$ cat src/rtl/io_keys_pkg.sv
// Shared register map and widths for the io_keys push-button peripheral.
package io_keys_pkg;

    localparam int unsigned DATA_W  = 32;
    localparam int unsigned COUNT_W = 16;

    localparam logic [1:0] REG_LEVEL  = 2'd0;
    localparam logic [1:0] REG_EVENTS = 2'd1;
    localparam logic [1:0] REG_COUNT  = 2'd2;
    localparam logic [1:0] REG_MASK   = 2'd3;

endpackage

$ cat src/rtl/io_keys_debounce.sv
// One key: 2-FF synchroniser, stable-sample debounce counter and edge pulses.
// rise_c/fall_c are high in the cycle before the edge that updates level_o.
module key_debounce #(
    parameter int unsigned DEBOUNCE_CYCLES = 16
) (
    input  logic clk,
    input  logic reset_n,
    input  logic key_n_i,
    output logic level_o,
    output logic rise_c,
    output logic fall_c
);

    localparam int unsigned CNT_W = $clog2(DEBOUNCE_CYCLES);

    logic             sync1_q, sync2_q;
    logic             state_q, state_d;
    logic [CNT_W-1:0] cnt_q, cnt_d;
    logic             key_hi;
    logic             differ;
    logic             settle;

    always_comb begin
        key_hi  = ~sync2_q;
        differ  = (key_hi != state_q);
        settle  = differ && (cnt_q == CNT_W'(DEBOUNCE_CYCLES - 1));
        state_d = state_q;
        cnt_d   = '0;
        if (settle) begin
            state_d = key_hi;
        end else if (differ) begin
            cnt_d = cnt_q + CNT_W'(1);
        end
    end

    // Synchroniser resets to released so a held key is seen as a fresh press.
    always_ff @(posedge clk) begin
        if (!reset_n) begin
            sync1_q <= 1'b1;
            sync2_q <= 1'b1;
            state_q <= 1'b0;
            cnt_q   <= '0;
        end else begin
            sync1_q <= key_n_i;
            sync2_q <= sync1_q;
            state_q <= state_d;
            cnt_q   <= cnt_d;
        end
    end

    assign level_o = state_q;
    assign rise_c  = settle & key_hi;
    assign fall_c  = settle & ~key_hi;

endmodule

$ cat src/rtl/io_keys.sv
// Memory-mapped debounced push-button block: LEVEL, EVENTS (W1C), COUNT, MASK, irq.
// Define IO_KEYS_RELEASE_EN to also record release events in EVENTS/MASK[2*N_KEYS-1:N_KEYS].
module io_keys
    import io_keys_pkg::*;
#(
    parameter int unsigned N_KEYS          = 4,
    parameter int unsigned DEBOUNCE_CYCLES = 16
) (
    input  logic              clk,
    input  logic              reset_n,
    input  logic [N_KEYS-1:0] keys_n,
    input  logic              sel,
    input  logic [1:0]        addr,
    input  logic              we,
    input  logic [31:0]       wdata,
    output logic [31:0]       rdata,
    output logic              irq
);

`ifdef IO_KEYS_RELEASE_EN
    localparam int unsigned EW = 2 * N_KEYS;
`else
    localparam int unsigned EW = N_KEYS;
`endif

    logic [N_KEYS-1:0]  level, rise, fall;
    logic [EW-1:0]      set_ev, ev_clr;
    logic [EW-1:0]      events_q, events_d;
    logic [EW-1:0]      mask_q, mask_d;
    logic [COUNT_W-1:0] count_q, count_d;
    logic [COUNT_W-1:0] inc;
    logic               wr;
    logic               unused_bits;

    for (genvar g = 0; g < N_KEYS; g++) begin : g_key
        key_debounce #(
            .DEBOUNCE_CYCLES(DEBOUNCE_CYCLES)
        ) u_deb (
            .clk     (clk),
            .reset_n (reset_n),
            .key_n_i (keys_n[g]),
            .level_o (level[g]),
            .rise_c  (rise[g]),
            .fall_c  (fall[g])
        );
    end

`ifdef IO_KEYS_RELEASE_EN
    assign set_ev      = {fall, rise};
    assign unused_bits = ^wdata[DATA_W-1:EW];
`else
    assign set_ev      = rise;
    assign unused_bits = ^{wdata[DATA_W-1:EW], fall};
`endif

    assign wr = sel & we;

    // Set has priority over a same-cycle W1C; a COUNT clear keeps this cycle's presses.
    always_comb begin
        inc = '0;
        for (int i = 0; i < N_KEYS; i++) begin
            inc = inc + COUNT_W'(rise[i]);
        end
        ev_clr   = (wr && addr == REG_EVENTS) ? wdata[EW-1:0] : '0;
        events_d = (events_q & ~ev_clr) | set_ev;
        count_d  = (wr && addr == REG_COUNT) ? inc : count_q + inc;
        mask_d   = (wr && addr == REG_MASK) ? wdata[EW-1:0] : mask_q;
    end

    always_ff @(posedge clk) begin
        if (!reset_n) begin
            events_q <= '0;
            mask_q   <= '0;
            count_q  <= '0;
        end else begin
            events_q <= events_d;
            mask_q   <= mask_d;
            count_q  <= count_d;
        end
    end

    // Combinational read so a single-cycle load sees the value in the same cycle.
    always_comb begin
        rdata = '0;
        if (sel) begin
            case (addr)
                REG_LEVEL:  rdata = DATA_W'(level);
                REG_EVENTS: rdata = DATA_W'(events_q);
                REG_COUNT:  rdata = DATA_W'(count_q);
                default:    rdata = DATA_W'(mask_q);
            endcase
        end
    end

    assign irq = |(events_q & mask_q);

endmodule

$ cat config.mk
export PLATFORM = sky130hd
export DESIGN_NAME = io_keys
export DESIGN_NICKNAME = d
export VERILOG_FILES = /design/src/rtl/io_keys_pkg.sv /design/src/rtl/io_keys_debounce.sv /design/src/rtl/io_keys.sv
export SDC_FILE = /design/constraint.sdc
export NUM_CORES = 1
export LEC_CHECK = 0
export CORE_MARGIN = 5
export CORE_UTILIZATION = 32
export DETAILED_ROUTE_END_ITERATION = 16
export PLACE_DENSITY = 0.58
export SLEW_MARGIN = 20
export SYNTH_ARGS = -nofsm -noshare
export SYNTH_HDL_FRONTEND = slang
export SYNTH_SLANG_ARGS = --single-unit
$ cat constraint.sdc
create_clock -name clk -period 6.3 [get_ports clk]
set_input_delay 1.575 -clock clk [delete_from_list [all_inputs] [get_ports clk]]
set_output_delay 1.575 -clock clk [all_outputs]
set_load 0.03 [all_outputs]
== Yosys cells after proc, flatten, opt, wreduce, memory -nomap -nowiden ==
Index checks and enable logic that the tools add are counted.
Word-level totals
  output and inout port bits: 33
  bits of input ports: 42
  word-level logic and storage cells: 73
  register bits after elaboration: 52
Cells by class
  bitwise logic cells: 18
  muxes and demuxes: 4
  reduce and logical (&&, ||, !) cells: 13
  $add $sub $neg: 8
  equality and inequality tests: 11
Operator list (count)
  16-bit case mux with 3 select lines: 1
  16-bit two-way mux: 2
  16-bit by 4-bit adder with 16-bit output: 1
  4-bit by 1-bit adder with 4-bit output, second input constant: 4
  4-bit equality test, second input constant: 4
  3-bit OR reduction: 4
  1-bit NOT: 9
  4-bit bitwise AND: 2
  1-bit logical AND: 7
  1-bit bitwise AND: 5
  3-bit by 1-bit adder with 4-bit output: 1
  2-bit equality test, second input constant: 2
  4-bit two-way mux: 1
  1-bit inequality test: 4
  4-bit NOT: 1
  4-bit OR: 1
  4-bit OR reduction: 1
  2-bit by 1-bit adder with 3-bit output: 1
  1-bit by 1-bit adder with 2-bit output: 1
  2-bit by 1-bit equality test with 1-bit output, second input constant: 1
  2-bit zero test: 1

== Logic depth before layout (Yosys ltp) ==
  depth after elaboration: 9
  depth in mapped cells: 12

== Modules after synthesis ==
From an unflattened synthesis, not the netlist that was laid out.
Unflattened totals
  cells, all modules: 276
  area, all modules: 2572.5 um2
Modules (own cells, without submodules)
  io_keys: seq. area each 480.5 um2, area an instance 1546.5 um2, cells each 168, times used 1
  key_debounce: seq. area each 140.1 um2, area an instance 256.5 um2, cells each 27, times used 4

== Worst setup path before layout ==
No wires, ideal clock.
  kind: input-to-output
  from: input addr[1]
  to: output rdata[1]
  buffers on the path: 1
  cell stages on the path: 3
  arrival time: 2510 ps
  slack: 2215 ps
  required time: 4725 ps
  cells stage by stage: buf_2 > mux4_2 > and2_1
Between the ends
  word-level cells in the longest chain between the ends: 3
  elaborated cells on any way between the ends: 5
  those cells by class: 2 x eq/ne; 2 x mux; 1 x reduce/logical
RTL lines
  start: declaration: line io_keys.sv:13  | input logic [1:0] addr,
  2-bit equality test (tied with other cells): line io_keys.sv:86  | case (addr)
  16-bit case mux with 3 select lines (*): line io_keys.sv:86
  16-bit two-way mux (*): line io_keys.sv:85  | if (sel) begin
  end: declaration: line io_keys.sv:16  | output logic [31:0] rdata,
Every way passes the cells marked *; elsewhere a longest branch is shown, timed or not.

== Worst setup path in the final report ==
  from: input addr[1]
  to: output rdata[3]
The elaborated chain is that of the path after synthesis.

==> run_results.csv <==
group,metric,value,unit
logic_synthesis,synth_ff_type,"dfxtp_1",
critical_path,startpoint_type,"input pin",
logic_synthesis,synth-simple-area-share,24.8,%
routing,drt-met1-wl,2240,microns
outcome,outcome,"complete, no violations",
critical_path,critical_path_class,"in2out",
pwr,peakVddDrop,127,uV
floorplan,start_util,32.7,%
logic_synthesis,synth_mux_area_share,5.98,%
sta,rsz0062_at_grt,"false",
routing,drtIter0Drc,77,
flow_run,max_cap_violations,0,
floorplan,die_w,98.6,microns
global_routing,grt_pass1_wl,7730,microns
logic_synthesis,synthAdderAreaFrac,6.08,%
logic_synthesis,yosysTopAreaCell,"dfxtp_1",
floorplan,row_count,32,
logic_synthesis,synthTopCellsByArea,"dfxtp_1 41%, and2_1 5.0%, buf_4 4.8%, ha_1 4.5%, xor2_1 4.2%",
critical_path,r2r-end,"count_q[12]$_SDFF_PP0_",
finish,area_delta_synth_final,17.3,%
pwr,power.density,200,nW/um^2
logic_synthesis,seq_area_frac_synth,41.4,%
min_path,hp-class,"reg2reg",
routing,vias,1797,
floorplan,ios,75,
logic_synthesis,synth_top_area_share,41.4,%
sta,fin_crit_sh,82.4,%
cts,cts_buffer_depth,2,
sta,hold_viol,0,
finish,fin_nets,352,
cts,clock_sinks,52,
placement,dp_hpwl,3430,microns
critical_path,crit_chain,"clkdlybuf4s50_1 > mux4_2 > and2_1 > clkdlybuf4s50_1",
critical_path,required,4.72,ns
logic_synthesis,ys_types,38,
critical_path,timing.rr.start,"g_key[1].u_deb.cnt_q[0]$_SDFF_PP0_",
sta,drv_slew,0,
critical_path,cp-endpoint,"rdata[3]",
logic_synthesis,synth_compound_area_share,7.02,%
logic_synthesis,syn_avg_cell_area,9.34,sq um
routing,finalWirelength,4540,microns
critical_path,reg2reg_depth,12,
critical_path,endpoint_kind,"output port",
global_routing,grt_max_degree,33,
cts,cts_inserted_buffers,5,
finish,antennaDiodeCount,0,
logic_synthesis,synth_edf_count,0,
critical_path,crit_path_max_fanout,8,
cts,hold_buffers,0,
logic_synthesis,synthXorXnorAreaFrac,7.32,%
critical_path,cp.arrival,3.62,ns
logic_synthesis,yosysWarnings,0,
routing,wl_per_cell,11.4,microns
global_routing,grt_antenna_before_repair,0,
sta,setup_viol,0,
placement,io_buffers,30,
routing,drc,0,
placement,gp_congestion,0.762,
routing,viasPerCell,4.49,
sta,fin_setup_tns,0,ns
sta,max_clock_freq,193,MHz
critical_path,slowest_delay,0.71,ns
logic_synthesis,syn_inst,269,
routing,wl_met2,2010,microns
routing,dr.pass1.iters,4,
cts,cts_resized,0,
logic_synthesis,synth_top_family_by_area,"simple AND/OR/NAND/NOR gates",
routing,highest_layer,"met4",
cts,htreeDepth,2,
critical_path,crit_path_frequent_cell,"clkdlybuf4s50_1",
critical_path,crit_family,"buffers and inverters",
critical_path,cp.depth,4,
sta,worst_slack,1.11,ns
sta,layout_min_cycle_time,5.19,ns
pwr,p_leak,0.00118,uW
cts,clk_latency,0.30,ns
cts,clk_transition_reported_paths,0.08,ns
sta,skew,0.00849,ns
global_routing,grt.total_usage,9.66,%
cts,post_cts_buffers,0,
critical_path,path_buf_inv,2,
critical_path,cp-startpoint,"addr[1]",
logic_synthesis,ys_seq_elements,52,
cts,cts_tree,"built",
finish,drive_above_1_share,5.03,%
logic_synthesis,async_flop_share,0,%
routing,antenna_left,0,
routing,met3_length,242,microns
floorplan,die_y,98.6,microns
placement,pre_cts_slack,1.08,ns
critical_path,crit_slowest_cell,"clkdlybuf4s50_1",
placement,place_area,2850,sq um
logic_synthesis,synth_area,2510,sq um
cts,root_buffer,"clkbuf_8",
floorplan,core_area,7690,sq um
global_routing,grt_pass1_vias,1678,
global_routing,overflow,0,
floorplan,design.die.area,9720,sq um
critical_path,r2r_slack,2.73,ns
finish,design_area,2950,sq um
## cells in the mapped netlist (8+ instances only)
cell type / number
ha_1: 9
nor2_1: 20
nand2b_1: 8
o21ai_0: 10
nand3_1: 16
xor2_1: 12
a21oi_1: 11
and2_1: 20
nand2_1: 14
buf_4: 16
dfxtp_1: 52
nor2b_1: 10
xnor2_1: 9
## how the worst min path moves through the flow
| stage | slack [ns] | start | end | depth (start not counted) |
|---|---|---|---|---|
| after floorplan | 0.39 | g_key[0].u_deb.sync1_q$_SDFF_PN1_ | g_key[0].u_deb.sync2_q$_SDFF_PN1_ | 1 |
| after global placement | 0.39 | g_key[0].u_deb.sync1_q$_SDFF_PN1_ | g_key[0].u_deb.sync2_q$_SDFF_PN1_ | 1 |
| after detailed placement | 0.39 | g_key[1].u_deb.sync1_q$_SDFF_PN1_ | g_key[1].u_deb.sync2_q$_SDFF_PN1_ | 1 |
| after CTS | 0.41 | g_key[1].u_deb.sync1_q$_SDFF_PN1_ | g_key[1].u_deb.sync2_q$_SDFF_PN1_ | 1 |
| after global routing | 0.44 | g_key[0].u_deb.sync1_q$_SDFF_PN1_ | g_key[0].u_deb.sync2_q$_SDFF_PN1_ | 1 |
| final | 0.41 | g_key[1].u_deb.sync1_q$_SDFF_PN1_ | g_key[1].u_deb.sync2_q$_SDFF_PN1_ | 1 |
## worst reg2reg max path: stages (launching register included)
cell and delay (ns):
dfxtp_1 0.36, ha_1 0.20, nand3_1 0.14, nor3_1 0.38, fa_1 0.50, ha_1 0.21, ha_1 0.31, inv_1 0.06
fa_1 0.43, and2b_1 0.28, o21ai_1 0.15, or3_1 0.35, a21oi_1 0.14
## stage by stage
step	power (uW)	std cells	utilization, %	hold slack [ns]
global placement	382	394	37.0	0.390
global route	616	400	38.3	0.443
floorplan	376	284	-	0.386
finish	590	400	38.3	0.413
detailed placement	382	394	37.0	0.393
CTS	599	400	38.3	0.414
## flip-flops by register name (all words and copies together) (netlist names)
signal / flops
mask_q: 4
count_q: 16
g_key.u_deb.sync1_q: 4
g_key.u_deb.level_o: 4
g_key.u_deb.sync2_q: 4
events_q: 4
g_key.u_deb.cnt_q: 16
## kinds of logic (layout without fill, tap and decap cells)
group,count (synthesis),in the layout
AND/OR/NAND/NOR,114,114
flip-flops,52,52
AO/OA/AOI/OAI,30,30
buffers and inverters,30,44
XOR/XNOR,21,21
adder cells (fa/ha/maj),11,11
multiplexers,10,10
other,1,16
## routing by layer
| metal | global-route usage, % | vias up |
|---|---|---|
| met5 | 0 | - |
| met2 | 15.3 | 41 |
| met4 | 3.15 | 0 |
| met3 | 2.76 | 5 |
| met1 | 12.7 | 813 |
| li1 | - | 938 |
## layout make-up
| class | count | area [sq um] |
|---|---|---|
| Timing Repair Buffer | 31 | 308 |
| Tap cell | 102 | 128 |
| Inverter | 7 | 26.3 |
| Clock inverter | 1 | 30.0 |
| Multi-Input combinational cell | 202 | 1350 |
| Fill cell | 808 | 4740 |
| Sequential cell | 52 | 1040 |
| Clock buffer | 5 | 68.8 |
## placed cells by master, fill, tap and decap left out, types with 2 or more instances in the layout
master | netlist | routed
a22oi_1 | 2 | 2
xor2_1 | 12 | 12
and3_1 | 7 | 7
fa_1 | 2 | 2
ha_1 | 9 | 9
nand3_1 | 16 | 16
o21ai_0 | 10 | 10
nor3_1 | 4 | 4
a21oi_1 | 11 | 11
xnor2_1 | 9 | 9
nor2_1 | 20 | 20
clkbuf_8 | 0 | 5
conb_1 | 1 | 16
or3_1 | 5 | 5
dfxtp_1 | 52 | 52
nand2_1 | 14 | 14
nor2b_1 | 10 | 10
clkdlybuf4s50_1 | 0 | 30
mux2i_1 | 6 | 6
o2111ai_1 | 2 | 2
mux4_2 | 4 | 4
nand4_1 | 3 | 3
inv_1 | 7 | 7
and2_1 | 20 | 20
nand3_2 | 2 | 2
nand2b_1 | 8 | 8
## where the power goes
group	total, uW	internal, uW	switching, uW
Clock	216	114	101
Sequential	335	332	2.25
Combinational	39.6	14.2	25.3
Total	590	461	129
Power figures use the tool's default switching activity.
